[src/rtl/ste_dma_sound_fetch_if.sv]
// Bundle of the CPU register bus, the shifter FIFO handshake and the memory
// slot handshake seen by the STE DMA-sound fetch block.
//   master : drives CS/RW/A/DIN (CPU), SREQ (shifter), snd_slot (MCU timing)
//   slave  : the fetch block; returns DOUT, snd_req, snd_addr, SLOAD_N,
//            sint and sactive
interface ste_dma_sound_fetch_if #(
  parameter int ADDR_W = 21
);
  logic              CS;
  logic              RW;
  logic [4:0]        A;
  logic [7:0]        DIN;
  logic [15:0]       DOUT;
  logic              SREQ;
  logic              snd_slot;
  logic              snd_req;
  logic [ADDR_W-1:0] snd_addr;
  logic              SLOAD_N;
  logic              sint;
  logic              sactive;

  modport master (
    output CS, RW, A, DIN, SREQ, snd_slot,
    input  DOUT, snd_req, snd_addr, SLOAD_N, sint, sactive
  );

  modport slave (
    input  CS, RW, A, DIN, SREQ, snd_slot,
    output DOUT, snd_req, snd_addr, SLOAD_N, sint, sactive
  );
endinterface

[src/rtl/ste_dma_sound_fetch.sv]
// STE DMA-sound fetch: holds the sound DMA registers (control, frame start,
// frame counter, frame end), requests memory slots while the shifter FIFO has
// room, presents the word address during a granted slot and strobes SLOAD_N
// when the RAM data is valid. Emits a one-cycle sint at each frame end and
// handles one-shot / repeat playback.
// Ports:
//   clk32 : system clock
//   resb  : synchronous active-low reset
//   bus   : ste_dma_sound_fetch_if.slave (CPU regs, SREQ, slot handshake,
//           SLOAD_N, sint, sactive)
//
// state | meaning
// IDLE  | not playing
// ARM   | playing; checks frame end, waits for FIFO room
// WAIT  | snd_req raised, waiting for a slot grant
// FETCH | slot granted, counting down to RAM data valid
module ste_dma_sound_fetch #(
  parameter int FETCH_LAT = 4,
  parameter int ADDR_W    = 21
) (
  input  logic                 clk32,
  input  logic                 resb,
  ste_dma_sound_fetch_if.slave bus
);

  typedef enum logic [1:0] {S_IDLE, S_ARM, S_WAIT, S_FETCH} state_t;

  localparam int FW = $clog2(FETCH_LAT + 1);

  state_t            state_q, state_d;
  logic              cs_d_q;
  logic [1:0]        ctrl_q, ctrl_d;
  // address registers hold byte-address bits [ADDR_W:1]
  logic [ADDR_W:1]   start_q, end_q;
  logic [ADDR_W:1]   cnt_q, cnt_d;
  logic [ADDR_W:1]   end_l_q, end_l_d;
  logic [FW-1:0]     fcnt_q, fcnt_d;
  logic [ADDR_W-1:0] snd_addr_q, snd_addr_d;
  logic              sload_n_q, sload_n_d;
  logic              sint_q, sint_d;

  logic wr, ctrl_wr, play_now, reload;
  logic [15:0] rd;

  assign wr      = bus.CS & ~cs_d_q & ~bus.RW;
  assign ctrl_wr = wr & (bus.A == 5'd0);
  // play as it will stand after this cycle's CPU write; CPU writes win
  assign play_now = ctrl_wr ? bus.DIN[0] : ctrl_q[0];

  always_comb begin
    state_d    = state_q;
    ctrl_d     = ctrl_wr ? bus.DIN[1:0] : ctrl_q;
    cnt_d      = cnt_q;
    end_l_d    = end_l_q;
    fcnt_d     = fcnt_q;
    snd_addr_d = snd_addr_q;
    sload_n_d  = 1'b1;
    sint_d     = 1'b0;
    reload     = ctrl_wr & bus.DIN[0] & ~ctrl_q[0];
    case (state_q)
      S_IDLE: begin
        if (play_now) state_d = S_ARM;
      end
      S_ARM: begin
        if (!play_now) begin
          state_d = S_IDLE;
        end else if (cnt_q == end_l_q) begin
          sint_d = 1'b1;
          // without a CPU write, play survives the frame end only in repeat mode
          if (!ctrl_wr) ctrl_d[0] = ctrl_q[1];
          if (ctrl_d[0]) reload = 1'b1;
          else           state_d = S_IDLE;
        end else if (bus.SREQ) begin
          state_d = S_WAIT;
        end
      end
      S_WAIT: begin
        if (!play_now) begin
          state_d = S_IDLE;
        end else if (bus.snd_slot) begin
          snd_addr_d = cnt_q;
          fcnt_d     = FW'(FETCH_LAT - 2);
          state_d    = S_FETCH;
        end else if (!bus.SREQ) begin
          state_d = S_ARM;
        end
      end
      S_FETCH: begin
        // an in-flight fetch always completes, even if play was cleared
        if (fcnt_q == '0) begin
          sload_n_d = 1'b0;
          cnt_d     = cnt_q + ADDR_W'(1);
          state_d   = play_now ? S_ARM : S_IDLE;
        end else begin
          fcnt_d = fcnt_q - FW'(1);
        end
      end
      default: state_d = S_IDLE;
    endcase
    if (reload) begin
      cnt_d   = start_q;
      end_l_d = end_q;
    end
  end

  always_ff @(posedge clk32) begin
    if (!resb) begin
      state_q    <= S_IDLE;
      cs_d_q     <= 1'b0;
      ctrl_q     <= '0;
      start_q    <= '0;
      end_q      <= '0;
      cnt_q      <= '0;
      end_l_q    <= '0;
      fcnt_q     <= '0;
      snd_addr_q <= '0;
      sload_n_q  <= 1'b1;
      sint_q     <= 1'b0;
    end else begin
      state_q    <= state_d;
      cs_d_q     <= bus.CS;
      ctrl_q     <= ctrl_d;
      cnt_q      <= cnt_d;
      end_l_q    <= end_l_d;
      fcnt_q     <= fcnt_d;
      snd_addr_q <= snd_addr_d;
      sload_n_q  <= sload_n_d;
      sint_q     <= sint_d;
      if (wr) begin
        case (bus.A)
          5'd1: start_q[ADDR_W:16] <= bus.DIN[ADDR_W-16:0];
          5'd2: start_q[15:8]      <= bus.DIN;
          5'd3: start_q[7:1]       <= bus.DIN[7:1];
          5'd7: end_q[ADDR_W:16]   <= bus.DIN[ADDR_W-16:0];
          5'd8: end_q[15:8]        <= bus.DIN;
          5'd9: end_q[7:1]         <= bus.DIN[7:1];
          default: ;
        endcase
      end
    end
  end

  always_comb begin
    rd = '0;
    if (bus.CS && bus.RW) begin
      case (bus.A)
        5'd0: rd[1:0]          = ctrl_q;
        5'd1: rd[ADDR_W-16:0]  = start_q[ADDR_W:16];
        5'd2: rd[7:0]          = start_q[15:8];
        5'd3: rd[7:0]          = {start_q[7:1], 1'b0};
        5'd4: rd[ADDR_W-16:0]  = cnt_q[ADDR_W:16];
        5'd5: rd[7:0]          = cnt_q[15:8];
        5'd6: rd[7:0]          = {cnt_q[7:1], 1'b0};
        5'd7: rd[ADDR_W-16:0]  = end_q[ADDR_W:16];
        5'd8: rd[7:0]          = end_q[15:8];
        5'd9: rd[7:0]          = {end_q[7:1], 1'b0};
        default: ;
      endcase
    end
  end

  assign bus.DOUT     = rd;
  assign bus.snd_req  = (state_q == S_WAIT);
  assign bus.snd_addr = snd_addr_q;
  assign bus.SLOAD_N  = sload_n_q;
  assign bus.sint     = sint_q;
  assign bus.sactive  = ctrl_q[0];

endmodule
[src/flat_wrapper.sv]
// flat-port wrapper written by rule: the top's interface ports become plain ports
module ste_dma_sound_fetch_flat 
#(
  parameter int FETCH_LAT = 4,
  parameter int ADDR_W    = 21
)
  (clk32, resb, bus_CS, bus_RW, bus_A, bus_DIN, bus_SREQ, bus_snd_slot, bus_DOUT, bus_snd_req, bus_snd_addr, bus_SLOAD_N, bus_sint, bus_sactive);
  ste_dma_sound_fetch_if #(.ADDR_W(ADDR_W)) bus_i ();
  input  logic clk32;
  input  logic resb;
  input wire logic [$bits(bus_i.CS)-1:0] bus_CS;
  input wire logic [$bits(bus_i.RW)-1:0] bus_RW;
  input wire logic [$bits(bus_i.A)-1:0] bus_A;
  input wire logic [$bits(bus_i.DIN)-1:0] bus_DIN;
  input wire logic [$bits(bus_i.SREQ)-1:0] bus_SREQ;
  input wire logic [$bits(bus_i.snd_slot)-1:0] bus_snd_slot;
  output wire logic [$bits(bus_i.DOUT)-1:0] bus_DOUT;
  output wire logic [$bits(bus_i.snd_req)-1:0] bus_snd_req;
  output wire logic [$bits(bus_i.snd_addr)-1:0] bus_snd_addr;
  output wire logic [$bits(bus_i.SLOAD_N)-1:0] bus_SLOAD_N;
  output wire logic [$bits(bus_i.sint)-1:0] bus_sint;
  output wire logic [$bits(bus_i.sactive)-1:0] bus_sactive;
  assign bus_i.CS = bus_CS;
  assign bus_i.RW = bus_RW;
  assign bus_i.A = bus_A;
  assign bus_i.DIN = bus_DIN;
  assign bus_i.SREQ = bus_SREQ;
  assign bus_i.snd_slot = bus_snd_slot;
  assign bus_DOUT = bus_i.DOUT;
  assign bus_snd_req = bus_i.snd_req;
  assign bus_snd_addr = bus_i.snd_addr;
  assign bus_SLOAD_N = bus_i.SLOAD_N;
  assign bus_sint = bus_i.sint;
  assign bus_sactive = bus_i.sactive;
  ste_dma_sound_fetch #(.FETCH_LAT(FETCH_LAT), .ADDR_W(ADDR_W)) u_core (.clk32(clk32), .resb(resb), .bus(bus_i));
endmodule
[config.mk]
export PLATFORM = sky130hd
export DESIGN_NAME = ste_dma_sound_fetch_flat
export DESIGN_NICKNAME = d
export VERILOG_FILES = /design/src/rtl/ste_dma_sound_fetch_if.sv /design/src/rtl/ste_dma_sound_fetch.sv /design/src/flat_wrapper.sv
export SDC_FILE = /design/constraint.sdc
export NUM_CORES = 1
export LEC_CHECK = 0
export CORE_AREA = 2 2 105 107
export CTS_CLUSTER_DIAMETER = 40
export CTS_CLUSTER_SIZE = 8
export DETAILED_ROUTE_END_ITERATION = 6
export DIE_AREA = 0 0 107 109
export PLACE_DENSITY = 0.82
export REMOVE_ABC_BUFFERS = 1
export SLEW_MARGIN = 20
export SYNTH_ARGS = -nofsm -noshare
export SYNTH_HDL_FRONTEND = slang
export SYNTH_SLANG_ARGS = --single-unit
[constraint.sdc]
create_clock -name clk32 -period 3 [get_ports clk32]
set_clock_uncertainty 0.1 [all_clocks]
set_input_delay 0.6 -clock clk32 [delete_from_list [all_inputs] [get_ports clk32]]
set_output_delay 0.6 -clock clk32 [all_outputs]
set_load 0.1 [all_outputs]
Word-level counts from Yosys, hierarchy flattened

Cells that the tools add are included.

Output and inout port bits: 41
Register bits after elaboration: 115
Bits of input ports: 19
Word-level logic and storage cells: 103

Reductions and logical operators: 19
Mux-type cells: 37
Add/subtract/negate cells: 2
Bitwise operators: 8
Equality and inequality tests: 21

Operators by type and width:

| operator                | count |
|---|---|
| $mux W21                | 3 |
| $pmux W4 S9             | 1 |
| $add A21 B1 Y21 const B | 1 |
| $eq A21 B21 Y1          | 1 |
| $eq A5 B3 Y1 const B    | 4 |
| $pmux W2 S10            | 1 |
| $mux W2                 | 9 |
| $mux W1                 | 16 |
| $reduce_and A2 Y1       | 8 |
| $ne A4 B4 Y1 const B    | 3 |
| $pmux W2 S6             | 1 |
| $eq A5 B2 Y1 const B    | 2 |
| $eq A5 B4 Y1 const B    | 2 |
| $mux W3                 | 3 |
| $mux W8                 | 1 |
| $pmux W2 S4             | 1 |
| $ne A2 B1 Y1 const B    | 3 |
| $pmux W3 S2             | 1 |
| $reduce_and A3 Y1       | 2 |
| $reduce_bool A2 Y1      | 3 |
| $and A1 B1 Y1           | 5 |
| $eq A5 B1 Y1 const B    | 1 |
| $logic_not A5 Y1        | 1 |
| $reduce_and A5 Y1       | 1 |
| other kinds (9)         | 13 |

Depth between registers and ports, before layout

Word-level depth: 15
Gate-level depth with buffers: 10
Depth with buffers taken out: 9

Least setup slack after synthesis

No wires, ideal clock.

Kind: input port to output port
From: input bus_A[2]
To: output bus_DOUT[1]
Buffers on the path: 3
Stages on the path: 7
Data arrival time: 3,569 ps
Required time: 2,300 ps
Slack: -1,269 ps
Path through: buf_2 or3_1 clkbuf_1 nor2_1 clkbuf_1 a211oi_1 a41oi_1

Word-level cells in the longest chain between the ends: 3
Elaborated cells between the ends (all ways): 12
Classes of those cells: eq/ne (9); mux (2); reduce/logical (1)

Ends and longest elaborated chain:

| what                                 | line                       | RTL |
|---|---|---|
| start, declared                      | flat_wrapper.sv:13         | `input wire logic [$bits(bus_i.A)-1:0] bus_A;` |
| $eq A5 B4 Y1 (tied with other cells) | ste_dma_sound_fetch.sv:146 | `case (bus.A)` |
| $pmux W2 S10 *                       | ste_dma_sound_fetch.sv:146 |  |
| $mux W8 *                            | ste_dma_sound_fetch.sv:145 | `if (bus.CS && bus.RW) begin` |
| end, declared                        | flat_wrapper.sv:17         | `output wire logic [$bits(bus_i.DOUT)-1:0] bus_DOUT;` |

Mark *: on every way between the ends. The rest lies on a longest branch, timed or not.

Final worst setup path

From: input bus_A[4]
To: output bus_DOUT[4]

Word-level cells in the longest chain between the ends: 3
Elaborated cells between the ends (all ways): 11
Classes of those cells: eq/ne (9); mux (2)

Ends and longest elaborated chain:

| what                                 | line |
|---|---|
| $eq A5 B4 Y1 (tied with other cells) | ste_dma_sound_fetch.sv:146 |
| $pmux W4 S9 *                        | ste_dma_sound_fetch.sv:146 |
| $mux W8 *                            | ste_dma_sound_fetch.sv:145 |

Marked as above.

==> results.txt <==
Vias in the first global route - 5276
Instance count of the mapped netlist - 699
Crit path cell chain - buf_2, or3_4, buf_8, nor2_4, buf_6, a22oi_2, nand2_1, a21oi_1, a31oi_1, buf_4, buf_12
Cell Rows - 38
Placeable Area - 0.01060 sq mm
Final Max Tran Viols - 0
First-pass GRT wire length - 28300 um
Min Clock Period, post-route - 2.953 ns
DRC Markers - 0
Remaining Overflow, GRT - 0
DR vias - 5694
Die Y - 109 um
Maximum fanout along the worst path - 7
Number of hold violations in the final report - 0
Number of flops mapped to enable cells by yosys - 0
Clock root cell - clkbuf_8
Pre-antenna DRT Iters - 6
Critical Setup Path Class - in2out
Fill count - 837
Pin count of the biggest net entering global routing - 70
HPWL after DPL - 12650 um
Delay of the slowest critical-path stage - 0.40 ns
Vias per Instance - 6.070
GRT Total Usage - 0.3176
Post-synthesis register bit count - 115
Pwr Density - 549.6 mW/mm^2
Final net count - 807
Initial antenna violation count - 0
Pre-CTS setup slack - -0.4226 ns
CP top delay family - buffers and inverters
Cell with the largest stage delay on the worst path - or3_4
Max_cap viols - 0
Io pins - 60
Chip width - 107 um
Mapped Area - 0.005654 sq mm
Status - complete, no violations
Rel. slew slack - 0.6299
Routed WL per cell - 19.22 um
Synth Area per Inst - 8.089 sq um
Critical path required time - 2.30 ns
Share of cells above drive strength 1 - 0.2155
Startpoint class of the critical path - input pin
Critical Path Sink Type - output pin
CTS sink count - 115
Max Clock Freq - 0.3386 GHz
H-tree Lvls - 4
Clk_lat worst skew - 0.52 ns
Yosys top cell by area - dfxtp_1
Sequential area share after synthesis - 0.4072
GP Congestion - 0.9811
Leak - 2.709 nW
Synth area leaders - dfxtp_1 (41%), a21oi_1 (8.0%), nand2_1 (6.6%)
Yosys Warn Count - 0
Antenna Nets Post-Route - 0
Cts hold-fix bufs - 0
Overall routed net length - 18030 um
Finish-stage setup viols - 0
CTS max path bufs - 2
Hold/Removal Path Class - reg2reg
Post-route setup slack - 0.04678 ns
Most instantiated cells after synthesis - dfxtp_1 (115), nand2_1 (100), a21oi_1 (90)
Starting Density - 0.5333
Setup TNS - 0 ns
Critical Path AT - 2.25 ns
Top-count cell post-synth - dfxtp_1
Async set-reset flop share out of synthesis - 0
Period utilization - 0.9844
Synth top area share - 0.4072
Worst-Margin Slew - 0.5551 ns
Ys flop type - dfxtp_1
DR iter-0 viols - 754
Cts bufs inserted - 17
CTS tree - built
Die area - 0.01166 sq mm
Count of different cell masters after synthesis - 59
P&R area growth vs syn - 30.89%
Worst-path clk slew - 0.06 ns
Buf/Inv on CP - 5
PortBufs - 51
Peak VDD IR - 0.3517 mV
Antenna cells - 0
==> sequential cells by signal, summed over array words and instances, names as in the netlist <==
register	flops
u_core.bus.snd_addr	21
u_core.ctrl_q	2
u_core.bus.SLOAD_N	1
u_core.end_q	21
u_core.cs_d_q	1
u_core.fcnt_q	3
u_core.start_q	21
u_core.cnt_q	21
u_core.state_q	2
u_core.bus.sint	1
u_core.end_l_q	21
==> layer usage <==
layer,global-route usage,vias to the layer above,routed length [um]
met4,0.1540,0,710
met2,0.4959,337,8265
li1,-,2644,-
met3,0.05798,71,1856
met5,0,-,0
met1,0.4258,2642,7200
==> cell usage in the layout (no fill, tap or decap), drive strengths merged, types with 3 or more instances in the layout <==
cell / Yosys / final
and2: 4 / 4
or2: 3 / 3
clkinv: 0 / 3
nand3: 66 / 66
conb: 1 / 8
nand2: 100 / 100
nor4: 7 / 7
xnor2: 19 / 19
or3b: 3 / 3
xor2: 22 / 22
ha: 3 / 3
a21oi: 90 / 90
nand2b: 4 / 4
nand4: 23 / 23
and3: 5 / 5
dfxtp: 115 / 115
nor2: 37 / 37
buf: 26 / 111
inv: 7 / 8
o21ai: 32 / 32
clkdlybuf4s50: 0 / 12
a31oi: 9 / 9
a22oi: 14 / 14
clkinvlp: 0 / 3
a222oi: 5 / 5
o31ai: 13 / 13
bufinv: 0 / 4
clkbuf: 40 / 22
mux2i: 19 / 19
nor3: 6 / 6
==> tightest hold or removal path, stage by stage, from the launching register on <==
cell	delay (ns)
dfxtp_1	0.31
nand2_1	0.05
a21oi_1	0.05
==> power by group <==
group          switching (mW)  total [mW]  internal (mW)
registers              0.0247        1.57           1.54
clock network           0.726        2.17           1.44
logic                   0.229       0.333          0.105
total                   0.980        4.07           3.09
==> timing repair <==
| action | CTS | global route |
|---|---|---|
| pin swaps | 8 | 4 |
| gates resized for setup | 26 | 13 |
| setup endpoints to repair | 8 | 6 |
| setup buffers | 2 | 2 |
==> kinds of logic (layout without fill, tap and decap cells) <==
kind of cell / Yosys count / count (layout) / share of synthesized area
AOI/OAI and AO/OA: 178 / 178 / 0.1903
xor gates and xnor gates: 41 / 41 / 0.06351
adders and majority gates: 3 / 3 / 0.006639
buffers and inverters: 73 / 165 / 0.06107
DFF: 115 / 115 / 0.4072
muxes: 20 / 20 / 0.03563
other: 1 / 8 / 0.0006632
and+or+nand+nor: 268 / 268 / 0.2350
==> worst paths after layout <==
check | from | to | slack [ns] | depth (start not counted)
setup reg to reg | u_core.cnt_q[2] | u_core.cnt_q[9] | 0.34 | 7
hold / removal | u_core.bus.snd_addr[13] | u_core.bus.snd_addr[13] | 0.35 | 2
setup / recovery | bus_A[4] | bus_DOUT[4] | 0.05 | 11
hold reg to reg | u_core.bus.snd_addr[13] | u_core.bus.snd_addr[13] | 0.35 | 2
==> cell type report <==
type | count | area (sq um) | share of cell area
inverter | 7 | 26.28 | 0.003550
clock inverter | 11 | 173.9 | 0.02350
timing repair buffer | 126 | 1141 | 0.1542
clock buffer | 21 | 469.2 | 0.06340
multi-input combinational | 518 | 3113 | 0.4206
tap | 140 | 175.2 | 0.02367
sequential | 115 | 2302 | 0.3111
==> per-stage QoR <==
step	std cells	hold slack (ns)	area, sq um	total power [mW]	util
2_1_floorplan	640	0.3435	5361	1.792	-
3_3_place_gp	902	0.3426	6663	1.909	0.6284
3_5_place_dp	902	0.3479	6663	1.919	0.6284
4_1_cts	936	0.3559	7372	4.069	0.6953
5_1_grt	938	0.3711	7401	4.172	0.6980
6_report	938	0.3529	7401	4.068	0.6980
Power figures use the tool's default switching activity.
